$ cat src/rtl/lif_stream_loader_pkg.sv
// Shared sizing and state encoding for the LIF stream loader.
// Optional spike-train capture is enabled by defining LIF_LOADER_SPIKE_TRAIN_EN.
package lif_stream_loader_pkg;

  localparam int unsigned N_STAGES   = 5;
  localparam int unsigned STEP_BITS  = 8;
  localparam int unsigned CNT_BITS   = 8;
  localparam int unsigned INPUTS     = 2 ** N_STAGES;
  localparam int unsigned NB         = (INPUTS / 8 > 1) ? INPUTS / 8 : 1;
  localparam int unsigned VEC_BITS   = NB * 8;
  localparam int unsigned IDX_BITS   = (NB > 1) ? $clog2(NB) : 1;
  localparam int unsigned TRAIN_BITS = 32;

  typedef enum logic [2:0] {
    StIdle,
    StLoadW,
    StLoadX,
    StRun,
    StResp
  } state_e;

  // Narrow neuron configurations still send one whole byte.
  function automatic logic [VEC_BITS-1:0] zext_vec(input logic [INPUTS-1:0] v);
    return VEC_BITS'(v);
  endfunction

endpackage

$ cat src/rtl/lif_stream_loader_if.sv
// Command, response and neuron-pin bundle for the LIF stream loader.
// rsp_train exists only when LIF_LOADER_SPIKE_TRAIN_EN is defined.
interface lif_stream_loader_if;
  import lif_stream_loader_pkg::*;

  logic                  cmd_valid;
  logic                  cmd_ready;
  logic                  cmd_load_w;
  logic [INPUTS-1:0]     cmd_weights;
  logic [INPUTS-1:0]     cmd_inputs;
  logic [STEP_BITS-1:0]  cmd_steps;
  logic [7:0]            lif_data;
  logic                  lif_sel_w;
  logic                  lif_run;
  logic                  lif_spike;
  logic                  rsp_valid;
  logic                  rsp_ready;
  logic [CNT_BITS-1:0]   rsp_spikes;
`ifdef LIF_LOADER_SPIKE_TRAIN_EN
  logic [TRAIN_BITS-1:0] rsp_train;
`endif

  // Host and neuron side.
  modport master (
    output cmd_valid, cmd_load_w, cmd_weights, cmd_inputs, cmd_steps, rsp_ready, lif_spike,
`ifdef LIF_LOADER_SPIKE_TRAIN_EN
    input  rsp_train,
`endif
    input  cmd_ready, lif_data, lif_sel_w, lif_run, rsp_valid, rsp_spikes
  );

  // Loader side.
  modport slave (
    input  cmd_valid, cmd_load_w, cmd_weights, cmd_inputs, cmd_steps, rsp_ready, lif_spike,
`ifdef LIF_LOADER_SPIKE_TRAIN_EN
    output rsp_train,
`endif
    output cmd_ready, lif_data, lif_sel_w, lif_run, rsp_valid, rsp_spikes
  );

endinterface

$ cat src/rtl/lif_stream_loader_serializer.sv
// Latches a neuron-width vector and presents it one byte per shift, MS byte first.
// Zeros fill in behind, so the output byte returns to 0 once the vector is drained.
module lif_stream_loader_serializer
  import lif_stream_loader_pkg::*;
(
  input  logic              clk,
  input  logic              reset,
  input  logic              load,
  input  logic [INPUTS-1:0] vec,
  input  logic              shift,
  output logic [7:0]        data,
  output logic              last
);

  logic [VEC_BITS-1:0] sreg_q;
  logic [IDX_BITS-1:0] idx_q;

  always_ff @(posedge clk) begin
    if (reset) begin
      sreg_q <= '0;
      idx_q  <= '0;
    end else if (load) begin
      sreg_q <= zext_vec(vec);
      idx_q  <= '0;
    end else if (shift) begin
      sreg_q <= sreg_q << 8;
      idx_q  <= last ? '0 : idx_q + 1'b1;
    end
  end

  assign data = sreg_q[VEC_BITS-1 -: 8];
  assign last = (idx_q == IDX_BITS'(NB - 1));

endmodule

$ cat src/rtl/lif_stream_loader.sv
// Host-side driver for the LIF neuron: loads weights/inputs bytewise, integrates N steps,
// returns the saturating spike count. LIF_LOADER_SPIKE_TRAIN_EN adds a 32-bit spike history.
module lif_stream_loader
  import lif_stream_loader_pkg::*;
(
  input  logic                clk,
  input  logic                reset,
  lif_stream_loader_if.slave  bus
);

  state_e                state_q;
  logic [INPUTS-1:0]     inputs_q;
  logic [STEP_BITS-1:0]  step_cnt_q;
  logic [CNT_BITS-1:0]   cnt_q;
  logic                  cmd_ready_q;
  logic                  sel_w_q;
  logic                  run_q;
  logic                  rsp_valid_q;
  logic [TRAIN_BITS-1:0] train_q;

  logic              accept;
  logic              ser_load;
  logic              ser_shift;
  logic              ser_last;
  logic [INPUTS-1:0] ser_vec;
  logic [7:0]        ser_data;

  assign accept    = bus.cmd_valid & cmd_ready_q;
  assign ser_shift = (state_q == StLoadW) || (state_q == StLoadX);
  // Weights go first when requested; the latched inputs are reloaded as the last weight byte leaves.
  assign ser_load  = accept || ((state_q == StLoadW) && ser_last);
  assign ser_vec   = (state_q != StIdle) ? inputs_q :
                     bus.cmd_load_w      ? bus.cmd_weights : bus.cmd_inputs;

  lif_stream_loader_serializer u_serializer (
    .clk   (clk),
    .reset (reset),
    .load  (ser_load),
    .vec   (ser_vec),
    .shift (ser_shift),
    .data  (ser_data),
    .last  (ser_last)
  );

  always_ff @(posedge clk) begin
    if (reset) begin
      state_q     <= StIdle;
      inputs_q    <= '0;
      step_cnt_q  <= '0;
      cnt_q       <= '0;
      cmd_ready_q <= 1'b1;
      sel_w_q     <= 1'b0;
      run_q       <= 1'b0;
      rsp_valid_q <= 1'b0;
      train_q     <= '0;
    end else begin
      case (state_q)
        StIdle: begin
          if (accept) begin
            inputs_q    <= bus.cmd_inputs;
            step_cnt_q  <= bus.cmd_steps;
            cnt_q       <= '0;
            train_q     <= '0;
            cmd_ready_q <= 1'b0;
            sel_w_q     <= bus.cmd_load_w;
            state_q     <= bus.cmd_load_w ? StLoadW : StLoadX;
          end
        end
        StLoadW: begin
          if (ser_last) begin
            sel_w_q <= 1'b0;
            state_q <= StLoadX;
          end
        end
        StLoadX: begin
          if (ser_last) begin
            if (step_cnt_q != '0) begin
              run_q   <= 1'b1;
              state_q <= StRun;
            end else begin
              rsp_valid_q <= 1'b1;
              state_q     <= StResp;
            end
          end
        end
        StRun: begin
          if (bus.lif_spike && (cnt_q != '1)) begin
            cnt_q <= cnt_q + 1'b1;
          end
          train_q    <= {train_q[TRAIN_BITS-2:0], bus.lif_spike};
          step_cnt_q <= step_cnt_q - 1'b1;
          if (step_cnt_q == STEP_BITS'(1)) begin
            run_q       <= 1'b0;
            rsp_valid_q <= 1'b1;
            state_q     <= StResp;
          end
        end
        StResp: begin
          if (bus.rsp_ready) begin
            rsp_valid_q <= 1'b0;
            cmd_ready_q <= 1'b1;
            state_q     <= StIdle;
          end
        end
        default: begin
          state_q     <= StIdle;
          cmd_ready_q <= 1'b1;
          sel_w_q     <= 1'b0;
          run_q       <= 1'b0;
          rsp_valid_q <= 1'b0;
        end
      endcase
    end
  end

  assign bus.cmd_ready  = cmd_ready_q;
  assign bus.lif_data   = ser_data;
  assign bus.lif_sel_w  = sel_w_q;
  assign bus.lif_run    = run_q;
  assign bus.rsp_valid  = rsp_valid_q;
  assign bus.rsp_spikes = cnt_q;
`ifdef LIF_LOADER_SPIKE_TRAIN_EN
  assign bus.rsp_train  = train_q;
`else
  logic unused_train;
  assign unused_train = ^train_q;
`endif

endmodule

$ cat src/flat_wrapper.sv
// flat-port wrapper written by rule: the top's interface ports become plain ports
module lif_stream_loader_flat import lif_stream_loader_pkg::*;
  (clk, reset, bus_cmd_valid, bus_cmd_load_w, bus_cmd_weights, bus_cmd_inputs, bus_cmd_steps, bus_rsp_ready, bus_lif_spike, bus_cmd_ready, bus_lif_data, bus_lif_sel_w, bus_lif_run, bus_rsp_valid, bus_rsp_spikes);
  lif_stream_loader_if bus_i ();
  input  logic clk;
  input  logic reset;
  input wire logic [$bits(bus_i.cmd_valid)-1:0] bus_cmd_valid;
  input wire logic [$bits(bus_i.cmd_load_w)-1:0] bus_cmd_load_w;
  input wire logic [$bits(bus_i.cmd_weights)-1:0] bus_cmd_weights;
  input wire logic [$bits(bus_i.cmd_inputs)-1:0] bus_cmd_inputs;
  input wire logic [$bits(bus_i.cmd_steps)-1:0] bus_cmd_steps;
  input wire logic [$bits(bus_i.rsp_ready)-1:0] bus_rsp_ready;
  input wire logic [$bits(bus_i.lif_spike)-1:0] bus_lif_spike;
  output wire logic [$bits(bus_i.cmd_ready)-1:0] bus_cmd_ready;
  output wire logic [$bits(bus_i.lif_data)-1:0] bus_lif_data;
  output wire logic [$bits(bus_i.lif_sel_w)-1:0] bus_lif_sel_w;
  output wire logic [$bits(bus_i.lif_run)-1:0] bus_lif_run;
  output wire logic [$bits(bus_i.rsp_valid)-1:0] bus_rsp_valid;
  output wire logic [$bits(bus_i.rsp_spikes)-1:0] bus_rsp_spikes;
  assign bus_i.cmd_valid = bus_cmd_valid;
  assign bus_i.cmd_load_w = bus_cmd_load_w;
  assign bus_i.cmd_weights = bus_cmd_weights;
  assign bus_i.cmd_inputs = bus_cmd_inputs;
  assign bus_i.cmd_steps = bus_cmd_steps;
  assign bus_i.rsp_ready = bus_rsp_ready;
  assign bus_i.lif_spike = bus_lif_spike;
  assign bus_cmd_ready = bus_i.cmd_ready;
  assign bus_lif_data = bus_i.lif_data;
  assign bus_lif_sel_w = bus_i.lif_sel_w;
  assign bus_lif_run = bus_i.lif_run;
  assign bus_rsp_valid = bus_i.rsp_valid;
  assign bus_rsp_spikes = bus_i.rsp_spikes;
  lif_stream_loader u_core (.clk(clk), .reset(reset), .bus(bus_i));
endmodule
$ cat config.mk
export PLATFORM = sky130hd
export DESIGN_NAME = lif_stream_loader_flat
export DESIGN_NICKNAME = d
export VERILOG_FILES = /design/src/rtl/lif_stream_loader_pkg.sv /design/src/rtl/lif_stream_loader_if.sv /design/src/rtl/lif_stream_loader_serializer.sv /design/src/rtl/lif_stream_loader.sv /design/src/flat_wrapper.sv
export SDC_FILE = /design/constraint.sdc
export NUM_CORES = 1
export LEC_CHECK = 0
export CAP_MARGIN = 40
export CORE_MARGIN = 1
export CORE_UTILIZATION = 45
export DETAILED_ROUTE_END_ITERATION = 10
export PLACE_DENSITY = 0.72
export SYNTH_ARGS = -nofsm -noshare
export SYNTH_HDL_FRONTEND = slang
export SYNTH_SLANG_ARGS = --single-unit
$ cat constraint.sdc
create_clock -name clk -period 1.9 [get_ports clk]
set_input_delay 0.19 -clock clk [delete_from_list [all_inputs] [get_ports clk]]
set_output_delay 0.19 -clock clk [all_outputs]
set_load 0.05 [all_outputs]
==> impl_metrics.json, run 1 <==
{
  "drc": 0,
  "cp.buffers_inverters": 1,
  "multiInputGateArea_mm2": 0.002562,
  "hold_depth": 2,
  "finalPower_mw": 7.709,
  "crit_cells": 1,
  "synth-warning-count": 0,
  "drive_gt1_share_pct": 8.408,
  "grt_pass1_wl_mm": 18.96,
  "dp_slack_ps": -49.36,
  "fp-row-count": 36,
  "num-fill-cells": 861,
  "nNetsFinal": 743,
  "cts_root_buf": "clkbuf_8",
  "seq_area_mm2": 0.001782,
  "hold_viol": 0,
  "drv_cap": 0,
  "cts_buffers": 9,
  "clkTransAtPathRegs_ps": 90,
  "antenna_found_initial": 0,
  "worstPathCellList": "clkdlybuf4s50_1",
  "reg2reg_from": "u_core.state_q[1]",
  "port_buffers": 97,
  "p_leak_nw": 2.223,
  "arrival_ps": 1640,
  "clkLatencyLatePin_ps": 370,
  "initialDrtViolationCount": 252,
  "vdd_ir_drop_max_uv": 667.8,
  "worst_clock_skew_ps": 19.83,
  "die_x_um": 103.3,
  "synth_nets": 664,
  "wirelength_mm": 11.94,
  "cts_buffer_depth": 2,
  "post-cts-setup-buffers": 0,
  "relSlewSlack_pct": 54.50,
  "slowest_stage": "clkdlybuf4s50_1",
  "hp-class": "in -> reg",
  "finalCritPeriodShare_pct": 96.45,
  "avgViaCountPerCell": 5.638,
  "avgSynthCellArea_um2": 7.933,
  "dp_hpwl_mm": 8.384,
  "rsz0062_at_grt": "true",
  "start_kind": "register",
  "tritoncts": "built",
  "min_from": "reset",
  "rr_worst_depth": 6,
  "grt.total_usage_pct": 22.71,
  "ant_nets": 0,
  "synth_cell_types": 52,
  "crit_type": "reg -> out",
  "startpoint": "u_core.bus.rsp_spikes[0]",
  "synth.cell_area_mm2": 0.004617,
  "fin_crit_ps": 1833,
  "gp_congestion": 0.9079,
  "crit_fanout": 6,
  "tns_ps": 0,
  "final_cells": 799,
  "status": "finished, final reports clean",
  "synth_seq_area_share_pct": 38.59,
  "vias": 4505,
  "dieArea_mm2": 0.01067,
  "powerDensity_mw_per_mm2": 1289,
  "grt_max_degree": 65,
  "crit_required_ps": 1710,
  "antenna_cells": 0,
  "drt-wirelength-per-cell_um": 14.95,
  "grt-ovfl-total": 0,
  "start_util_pct": 46.80,
  "first_pass_iters": 5,
  "htree_num_levels": 3,
  "syn_inst": 582,
  "crit_family": "buffers and inverters",
  "worstSetupEndpointType": "primary output",
  "tightestPinTransition_ps": 682.6,
  "coreArea_mm2": 0.009864,
  "max_freq_mhz": 545.7,
  "syn2layout_area_growth_pct": 29.49,
  "ios": 98,
  "grt_pass1_vias": 4104,
  "timing.final.ws_setup_ps": 67.39,
  "critPathMaxStageDelay_ps": 850,
  "setup_violations": 0,
  "place_inst": 783,
  "synth-seq-cells": 89,
  "clock-sinks": 89,
  "report.final.slew_viol_count": 0,
  "die_h_um": 103.3
}
[synth_stat cells (all sizes together)]
cell type,instances,share of area [%]
nand2,143,12
dfxtp,89,39
a21oi,55,6.0
nor2,41,3.3
mux2i,36,7.8
o211ai,36,5.9
buf,32,4.3
a311oi,24,4.6
clkbuf,23,1.9
nand3,13,1.4
nor3,9,1.2
o21ai,9,1.2
inv,7,0.57
nor4,6,1.1
a31oi,5,0.68
nand4,5,0.68
and2,4,0.54
ha,4,1.1
nand2b,4,0.54
a211oi,3,0.60
a221oi,3,0.57
and3,3,0.41
o21a,3,0.49
xor2,3,0.57
a22oi,2,0.33
o21bai,2,0.33
o31ai,2,0.62
or3,2,0.27
or4,2,0.41
a21o,1,0.16
a41oi,1,0.19
and3b,1,0.19
and4b,1,0.22
nand3b,1,0.16
nand4bb,1,0.24
nor3b,1,0.16
nor4b,1,0.19
nor4bb,1,0.35
o311ai,1,0.19
o32ai,1,0.19
xnor2,1,0.19
[layer usage]
metal  global-route usage, %  vias up  part of all wire [%]
li1                        -     2232                     -
met1                   29.56     2113                    45
met2                   38.72      143                    49
met3                   2.890       17                   4.6
met4                   8.126        0                   1.8
met5                       0        -                     0
[worst paths after layout]
| path | end | slack [ps] |
|---|---|---|
| max | bus_rsp_spikes[0] | 70 |
| min reg2reg | u_core.inputs_q[9] | 460 |
| min | u_core.step_cnt_q[1] | 360 |
| max reg2reg | u_core.state_q[2] | 110 |
[final cells by class]
cell class	count	share of cell area [%]
sequential	89	29.80
multi-input combinational	431	42.86
clock buffer	9	2.072
clock inverter	7	1.026
timing repair buffer	123	21.01
tap	133	2.784
inverter	7	0.4395
[kinds of logic after synthesis]
logic type / share of synthesized area (%)
AOI/OAI and AO/OA: 21.92
xor gates and xnor gates: 0.7589
adders and majority gates: 1.084
buffers and inverters: 6.694
DFF: 38.59
muxes: 7.805
and+or+nand+nor: 23.14
[where the power goes]
part / switching (mW) / internal (mW) / total (mW) / leakage, nW
combinational: 2.25 / 1.51 / 3.76 / 1.40
clock: 0.748 / 0.503 / 1.25 / 0.0940
sequential: 0.341 / 2.36 / 2.70 / 0.729
[cells in the final DEF (no fill, tap or decap), types with 4 or more instances in the layout]
cell type / netlist / layout
buf_4: 10 / 18
dfxtp_1: 89 / 89
nand2_1: 142 / 142
ha_1: 4 / 4
and2_1: 4 / 4
a311oi_1: 24 / 24
nor3_1: 8 / 7
o211ai_1: 36 / 36
a21oi_1: 55 / 55
buf_12: 0 / 7
nand2b_1: 4 / 4
nor4_1: 5 / 5
nor2_1: 41 / 41
o21ai_0: 7 / 6
a31oi_1: 5 / 4
nand4_1: 5 / 5
mux2i_1: 36 / 36
inv_1: 7 / 7
nand3_1: 13 / 13
clkbuf_8: 0 / 9
clkdlybuf4s50_1: 0 / 93
[state kept, by name, indices dropped and copies added, names as in the netlist]
name / count
u_core.inputs_q: 32
u_core.bus.lif_run: 1
u_core.bus.cmd_ready: 1
u_core.bus.lif_sel_w: 1
u_core.bus.rsp_spikes: 8
u_core.u_serializer.sreg_q: 32
u_core.bus.rsp_valid: 1
u_core.step_cnt_q: 8
u_core.state_q: 3
u_core.u_serializer.idx_q: 2
[through the flow]
step	hold slack (ps)	instance area [um^2]	utilization, %
6_report	364.6	5978	60.60
5_1_grt	381.1	5978	60.60
4_1_cts	352.1	5954	60.36
3_5_place_dp	447.8	5769	58.49
3_3_place_gp	444.4	5754	58.33
2_1_floorplan	326.0	4617	-
[timing repair]
action / CTS / global route
setup endpoints to repair: 0 / 5
gates resized for setup: 0 / 6
hold buffers: 0 / 0
(Power assumes the default switching activity.)
==> run 2: changes to the inputs <==
HOLD_SLACK_MARGIN = 0.1   (was default)
==> results of run 2 <==
No change in the layout: final DEF, timing and power equal those of run 1.
==> run 3: changes to the inputs <==
TNS_END_PERCENT = 20   (was default)
==> run 3 against run 2 <==
Effect of this change:
- non-clock buffer count did not move
- critical endpoint unchanged
- register-to-register slack got worse by 20 ps
- first-iteration DRC count rose by 0.40%
- total power fell by 0.22%
- global-route usage did not move
==> impl_metrics.json, run 3 (synthesis results as in run 1) <==
{
  "status": "finished, final reports clean",
  "hp-class": "in -> reg",
  "htree_num_levels": 3,
  "reg_top3": "u_core.inputs_q: 32 flops, u_core.u_serializer.sreg_q: 32 flops",
  "drt-wirelength-per-cell_um": 15.04,
  "relSlewSlack_pct": 54.89,
  "finalCritPeriodShare_pct": 96.28,
  "die_h_um": 103.3,
  "clkLatencyLatePin_ps": 360,
  "syn2layout_area_growth_pct": 29.19,
  "max_freq_mhz": 546.6,
  "arrival_ps": 1640,
  "port_buffers": 97,
  "grt-ovfl-total": 0,
  "fin_crit_ps": 1829,
  "antenna_found_initial": 0,
  "drv_cap": 0,
  "cts_buffers": 9,
  "place_area_mm2": 0.005769,
  "grt.total_usage_pct": 22.71,
  "clock-sinks": 89,
  "tns_ps": 0,
  "report.final.slew_viol_count": 0,
  "powerDensity_mw_per_mm2": 1290,
  "crit_type": "reg -> out",
  "hold_viol": 0,
  "crit_required_ps": 1710,
  "ant_nets": 0,
  "holdBufCountCts": 0,
  "worst_clock_skew_ps": 19.35,
  "tritoncts": "built",
  "dieArea_mm2": 0.01067,
  "vdd_ir_drop_max_uv": 673.6,
  "final_cell_mix": "nand2_1, clkdlybuf4s50_1, dfxtp_1",
  "die_x_um": 103.3,
  "cts_root_buf": "clkbuf_8",
  "worstPathCellList": "clkdlybuf4s50_1",
  "worstSetupEndpointType": "primary output",
  "grt_pass1_wl_mm": 18.96,
  "antenna_cells": 0,
  "drive_gt1_share_pct": 8.258,
  "num-fill-cells": 862,
  "avgViaCountPerCell": 5.612,
  "nNetsFinal": 743,
  "tightestPinTransition_ps": 676.7,
  "crit_family": "buffers and inverters",
  "clkTransAtPathRegs_ps": 90,
  "finalPower_mw": 7.692,
  "start_util_pct": 46.80,
  "crit_fanout": 6,
  "vias": 4484,
  "initialDrtViolationCount": 253,
  "p_leak_nw": 2.216,
  "dp_hpwl_mm": 8.384,
  "final_common_cell": "nand2_1",
  "ios": 98,
  "cp.buffers_inverters": 1,
  "start_kind": "register",
  "drc": 0,
  "setup_violations": 0,
  "first_pass_iters": 4,
  "coreArea_mm2": 0.009864,
  "final_area_mm2": 0.005964,
  "critPathMaxStageDelay_ps": 850,
  "rsz0062_at_grt": "true",
  "grt_max_degree": 65,
  "gp_congestion": 0.9079,
  "fp-row-count": 36,
  "slowest_stage": "clkdlybuf4s50_1",
  "grt_pass1_vias": 4104,
  "wirelength_mm": 12.02,
  "cts_buffer_depth": 2,
  "fin_util_pct": 60.46
}
-- run 3: cell count changes in the layout (fill, tap and decap cells not counted) --
cell	previous run	this run
nor3_2	1	0
nor4bb_4	1	0
nor3_1	7	8
nor4bb_2	0	1
-- run 3: worst paths after layout --
kind | startpoint | to | slack (ps) | depth (start not counted)
setup reg to reg | u_core.state_q[0] | u_core.bus.rsp_spikes[7] | 90 | 6
hold / removal | reset | u_core.step_cnt_q[1] | 360 | 2
setup / recovery | u_core.bus.rsp_spikes[0] | bus_rsp_spikes[0] | 70 | 1
hold reg to reg | u_core.inputs_q[9] | u_core.inputs_q[9] | 460 | 2
-- run 3: worst reg2reg max path, delay by kind of cell, from the launching register on --
family	cells	cell delay, ps
AND/OR/NAND/NOR	2	700
buffers and inverters	2	440
flip-flops	1	330
AO/OA/AOI/OAI	2	290
-- run 3: power breakdown --
group          switching, mW  internal (mW)  leakage (nW)  total [mW]
Clock                  0.745          0.503        0.0940        1.25
Sequential             0.339           2.36         0.729        2.70
Combinational           2.25           1.50          1.39        3.75
-- run 3: cell type report --
| type | instances | area [um^2] | share of cell area [%] |
|---|---|---|---|
| Multi-Input combinational cell | 431 | 2549 | 42.73 |
| Sequential cell | 89 | 1782 | 29.87 |
| Timing Repair Buffer | 123 | 1256 | 21.06 |
| Inverter | 7 | 26.28 | 0.4405 |
| Clock inverter | 7 | 61.31 | 1.028 |
| Clock buffer | 9 | 123.9 | 2.077 |
| Tap cell | 133 | 166.4 | 2.790 |
-- run 3: repair_timing --
item,in CTS,in global routing
resized for setup,0,4
setup buffers,0,0
setup endpoints to repair,0,5
-- run 3: per-layer routing --
metal / vias up / GRT usage, % / part of all wire, %
met5: - / 0 / 0
met4: 0 / 8.126 / 1.3
met3: 12 / 2.890 / 4.2
met2: 135 / 38.72 / 49
met1: 2109 / 29.56 / 45
li1: 2228 / - / -
-- run 3: stage by stage --
stage          hold WS (ps)  setup slack (ps)  std cells
6_report              364.4             70.66        799
3_3_place_gp          444.4            -73.39        782
5_1_grt               381.1            -27.39        799
3_5_place_dp          447.8            -49.36        783
4_1_cts               352.1             31.47        799
2_1_floorplan         326.0             56.34        582
